==> config.mk <==
export PLATFORM = sky130hd
export DESIGN_NAME = bsg_link_iddr_rx_align
export DESIGN_NICKNAME = d
export VERILOG_FILES = /design/src/rtl/bsg_link_iddr_pkg.sv /design/src/rtl/bsg_link_ddr_capture.sv /design/src/rtl/bsg_link_iddr_rx_align.sv
export SDC_FILE = /design/constraint.sdc
export NUM_CORES = 1
export LEC_CHECK = 0
export ABC_AREA = 1
export CORE_ASPECT_RATIO = 1.25
export CORE_MARGIN = 2
export CORE_UTILIZATION = 40
export CTS_BUF_LIST = sky130_fd_sc_hd__clkbuf_8
export CTS_CLUSTER_DIAMETER = 60
export DETAILED_ROUTE_END_ITERATION = 6
export PLACE_DENSITY_LB_ADDON = 0.3
export SYNTH_ARGS = -nofsm -noshare
export SYNTH_HDL_FRONTEND = slang
export SYNTH_SLANG_ARGS = --single-unit
==> constraint.sdc <==
create_clock -name clk_i -period 4.1 [get_ports clk_i]
set_input_delay 0.615 -clock clk_i [delete_from_list [all_inputs] [get_ports clk_i]]
set_output_delay 0.615 -clock clk_i [all_outputs]
set_load 0.02 [all_outputs]
==> src/rtl/bsg_link_iddr_pkg.sv <==
// Shared types for the bsg_link DDR receive aligner: FSM states and the
// word-boundary phase selector.
package bsg_link_iddr_pkg;

    typedef enum logic [1:0] {
        IDLE   = 2'd0,
        SEARCH = 2'd1,
        LOCKED = 2'd2
    } state_e;

    // PHASE_POS: word starts on a posedge; PHASE_NEG: word starts on a negedge.
    typedef enum logic {
        PHASE_POS = 1'b0,
        PHASE_NEG = 1'b1
    } phase_e;

endpackage

==> src/rtl/bsg_link_ddr_capture.sv <==
// Dual-edge input capture: one flop bank on each clock edge, both cleared
// asynchronously.
module bsg_link_ddr_capture #(
    parameter int width_p = 17
) (
    input  logic               clk_i,
    input  logic               reset_n_i,
    input  logic [width_p-1:0] data_i,
    output logic [width_p-1:0] p_r,
    output logic [width_p-1:0] n_r
);

    logic clk_n;
    assign clk_n = ~clk_i;

    always_ff @(posedge clk_i or negedge reset_n_i) begin
        if (!reset_n_i) begin
            p_r <= '0;
        end else begin
            p_r <= data_i;
        end
    end

    always_ff @(posedge clk_n or negedge reset_n_i) begin
        if (!reset_n_i) begin
            n_r <= '0;
        end else begin
            n_r <= data_i;
        end
    end

endmodule

==> src/rtl/bsg_link_iddr_rx_align.sv <==
// DDR receive aligner: captures both clock edges, trains on a known token to
// pick the word boundary, and emits registered 2*width_p-bit words.
module bsg_link_iddr_rx_align
    import bsg_link_iddr_pkg::*;
#(
    parameter int                 width_p      = 16,
    parameter logic [width_p-1:0] train_word_p = width_p'(16'h5A3C),
    parameter int                 lock_count_p = 4
) (
    input  logic                   clk_i,
    input  logic                   reset_n_i,
    input  logic [width_p-1:0]     data_i,
    input  logic                   valid_i,
    input  logic                   train_en_i,
    output logic [2*width_p-1:0]   data_r_o,
    output logic                   valid_o,
    output logic                   locked_o,
    output logic                   swap_o
);

    localparam int                  cnt_w_lp    = $clog2(lock_count_p + 1);
    localparam logic [cnt_w_lp-1:0] lock_cnt_lp = cnt_w_lp'(lock_count_p);

    // Bit width_p of every captured half carries its valid.
    logic [width_p:0] p_r, n_r, n_d_reg;

    bsg_link_ddr_capture #(.width_p(width_p + 1)) capture (
        .clk_i     (clk_i),
        .reset_n_i (reset_n_i),
        .data_i    ({valid_i, data_i}),
        .p_r       (p_r),
        .n_r       (n_r)
    );

    state_e                state_reg, state_next;
    phase_e                phase_reg, phase_next, match_phase;
    logic [cnt_w_lp-1:0]   cnt_reg, cnt_next;
    logic                  swap_reg, swap_next;
    logic                  train_d_reg;
    logic [2*width_p-1:0]  data_reg;
    logic                  valid_reg;

    logic                  norm_match, swap_match;
    logic [2*width_p-1:0]  sel_word;
    logic                  sel_valid;

    assign norm_match  = (p_r[width_p-1:0] == train_word_p) &&
                         (n_r[width_p-1:0] == ~train_word_p);
    assign swap_match  = (n_d_reg[width_p-1:0] == train_word_p) &&
                         (p_r[width_p-1:0] == ~train_word_p);
    assign match_phase = swap_match ? PHASE_NEG : PHASE_POS;

    always_comb begin
        if (swap_reg) begin
            sel_word  = {p_r[width_p-1:0], n_d_reg[width_p-1:0]};
            sel_valid = p_r[width_p] & n_d_reg[width_p];
        end else begin
            sel_word  = {n_r[width_p-1:0], p_r[width_p-1:0]};
            sel_valid = n_r[width_p] & p_r[width_p];
        end
    end

    always_comb begin
        state_next = state_reg;
        cnt_next   = cnt_reg;
        phase_next = phase_reg;
        swap_next  = swap_reg;
        unique case (state_reg)
            IDLE: begin
                if (train_en_i) state_next = SEARCH;
            end
            SEARCH: begin
                // Dropping training wins over a lock landing on the same edge.
                if (!train_en_i) begin
                    state_next = IDLE;
                    cnt_next   = '0;
                end else if (norm_match || swap_match) begin
                    if (match_phase == phase_reg) begin
                        if (cnt_reg < lock_cnt_lp) cnt_next = cnt_reg + 1'b1;
                    end else begin
                        cnt_next   = cnt_w_lp'(1);
                        phase_next = match_phase;
                    end
                    if (cnt_next == lock_cnt_lp) begin
                        state_next = LOCKED;
                        swap_next  = (phase_next == PHASE_NEG);
                        cnt_next   = '0;
                    end
                end else begin
                    cnt_next = '0;
                end
            end
            LOCKED: begin
                if (train_en_i && !train_d_reg) begin
                    state_next = SEARCH;
                    cnt_next   = '0;
                end
            end
            default: begin
                state_next = IDLE;
                cnt_next   = '0;
            end
        endcase
    end

    always_ff @(posedge clk_i or negedge reset_n_i) begin
        if (!reset_n_i) begin
            n_d_reg     <= '0;
            train_d_reg <= 1'b0;
            state_reg   <= IDLE;
            cnt_reg     <= '0;
            phase_reg   <= PHASE_POS;
            swap_reg    <= 1'b0;
            data_reg    <= '0;
            valid_reg   <= 1'b0;
        end else begin
            n_d_reg     <= n_r;
            train_d_reg <= train_en_i;
            state_reg   <= state_next;
            cnt_reg     <= cnt_next;
            phase_reg   <= phase_next;
            swap_reg    <= swap_next;
            data_reg    <= sel_word;
            valid_reg   <= (state_reg == LOCKED) && !train_en_i && sel_valid;
        end
    end

    assign data_r_o = data_reg;
    assign valid_o  = valid_reg;
    assign locked_o = (state_reg == LOCKED);
    assign swap_o   = swap_reg;

endmodule

==> results.yml <==
cells_and_area:
  diodes: 0
  design_area_um2: 4161
  area_growth_pct: 26.61
  regArea_um2: 2303
  largest_reg_flops: 32
  fill_cells: 663
  drive_above_1_share: 0.1050
  nNetsFinal: 399
  multi_input_area_um2: 795.8
synthesis:
  synthAdderAreaFrac: 0.01142
  synth_top_family_by_area: "simple AND/OR/NAND/NOR gates"
  ys_seq_elements: 92
  ys_seq_area_frac: 0.7004
  ys_types: 22
  synth_most_common_cell: "nand2_1"
  ys.warnings.count: 0
  yosys_most_used_dff: "dfrtp_1"
  async_flop_share: 1.000
  syn_area_um2: 3287
  netlist_top_cells_count: "nand2_1, dfrtp_1, inv_1"
  synth_compound_area_frac: 0.06966
  syn_inst: 312
  synth_xor_area_frac: 0
  synth_top_cell_area_share: 0.5710
  yosysTopAreaCell: "dfrtp_1"
  synth_area_per_cell_um2: 10.53
  synth_enable_flop_cells: 0
  syn_nets: 335
  yosys-top-cells-area: "dfrtp_1, dfrtn_1, nand2_1, inv_1, o21ai_0"
  synth.area.mux_share: 0.003045
  yosys.area_share.simple: 0.1580
placement:
  placed_area_um2: 3959
  preCtsSetupSlack_ns: 0.7472
  gp_congestion: 0.7839
  portBuffers: 54
  hpwl_mm: 4.145
timing:
  slew_violations: 0
  layout_setup_ws_ns: 0.7363
  fin_worst_skew_ns: 0.02033
  setup_viol: 0
  timing.setup.tns_ns: 0
  worst_slew_pin_slew_ns: 0.6184
  hold_slack_ns: 0.2734
  rsz0062_at_grt: "no"
  maxSlewHeadroom: 0.5877
  final_hold_viol_count: 0
worst_setup_path:
  worstSetupStartpointType: "register"
  worstPathRequired_ns: 4.33
  path_class: "reg2reg"
  end_kind: "register"
  crit_fanout: 5
  cp.arrival_ns: 3.60
grt:
  grt_max_degree: 67
  antenna_found_initial: 0
  grt_overflow_total: 0
  grt_usage: 0.1421
  grt_pass1_wl_mm: 9.784
  grt_pass1_vias: 2180
status:
  run_status: "finished, final reports clean"
cts:
  cts_root_buf: "clkbuf_8"
  cts_buffer_depth: 2
  hold_buffers: 0
  post_cts_resized: 0
  clkSinkCount: 92
  clkTransAtPathRegs_ns: 0.08
  h-tree-depth: 3
  cts_tree: "built"
  post-cts-setup-buffer-count: 0
  clkLatencyLatePin_ns: 0.35
  numCtsBuffers: 9
route:
  vias_per_cell: 4.462
  ant_nets: 0
  routed-via-count: 2124
  wl_per_cell_um: 12.07
  firstDrtPassIters: 4
  drtIter0Drc: 138
  drc_errors: 0
  routed_wl_mm: 5.746
floorplan:
  start_util: 0.4170
  die_area_um2: 8963
  die_h_um: 105.4
  die-width_um: 85.08
  core_um2: 7883
  ios: 55
  rows: 36
power:
  peakVddDrop_mv: 0.1573
  cellLeakagePower_nw: 1.943
  p_per_area_nw_per_um2: 410.4
flow_run:
  cap_violations: 0
min_path:
  hp-class: "in2async"
-- where the power goes --
part / leakage (nW) / internal [mW] / switching (mW)
sequential: 1.09 / 0.951 / 0.0206
clock: 0.107 / 0.311 / 0.289
combinational: 0.750 / 0.0592 / 0.0765
-- worst paths after layout --
check / slack [ns] / cells past startpoint / endpoint / startpoint
max in group asynchronous: 1.42 / 1 / capture.n_r[5] / reset_n_i
worst min-delay path: 0.27 / 1 / n_d_reg[13] / reset_n_i
worst min register to register: 0.48 / 2 / data_r_o[1] / n_d_reg[1]
min in group clk_i: 0.48 / 2 / data_r_o[1] / n_d_reg[1]
worst max-delay path: 0.74 / 9 / phase_reg / capture.n_r[10]
worst max register to register: 0.74 / 9 / phase_reg / capture.n_r[10]
-- metrics by stage --
step,util,cells,total power [mW]
floorplan,-,312,1.041
global placement,0.5022,460,1.125
detailed placement,0.5022,460,1.129
CTS,0.5279,476,1.732
global route,0.5279,476,1.786
finish,0.5279,476,1.708
-- layout by cell type, fill, tap and decap left out, types with 2 or more instances in the layout --
cell             synthesis  layout
nand2_1                 79      79
dfrtp_1                 75      74
clkdlybuf4s50_1          0      53
inv_1                   38      39
nor2_1                  35      35
o21ai_0                 28      28
dfrtn_1                 17      17
clkbuf_8                 0      11
a21oi_1                  8       8
buf_4                    0       7
o21ai_2                  5       5
inv_2                    4       4
ha_1                     3       3
nor2_2                   2       2
nand2_2                  2       2
nand2_4                  2       2
clkinv_2                 0       2
-- logic make-up (layout without fill, tap and decap cells) --
kind of cell | Yosys count | count (layout)
simple gates | 125 | 125
flops | 92 | 92
buf+inv | 49 | 118
compound gates | 42 | 42
fa+ha+maj | 3 | 3
mux | 1 | 1
-- routing by layer --
layer | routed length, um | track usage | vias to the layer above
li1 | - | - | 1071
met1 | 2456 | 0.1733 | 999
met2 | 2910 | 0.2310 | 42
met3 | 234 | 0.03446 | 12
met4 | 144 | 0.07596 | 0
met5 | 0 | 0 | -
-- worst max-delay path, stage by stage, from the launching register on --
cell,delay [ns]
dfrtn_1,0.43
nand2_1,0.06
nor2_1,0.12
nand2_1,0.11
nor2_1,0.11
nand2_1,0.09
nand2_4,0.10
nand2_4,0.08
nand2_2,0.08
o21ai_2,0.04
-- final cells by class --
cell class,count,area share
flip-flops and latches,92,0.5535
inverters,42,0.03788
well taps,95,0.02856
clock inverters,5,0.01233
repair buffers,60,0.1401
clock buffers,11,0.03638
multi-input cells,171,0.1912
Power figures use the tool's default switching activity.
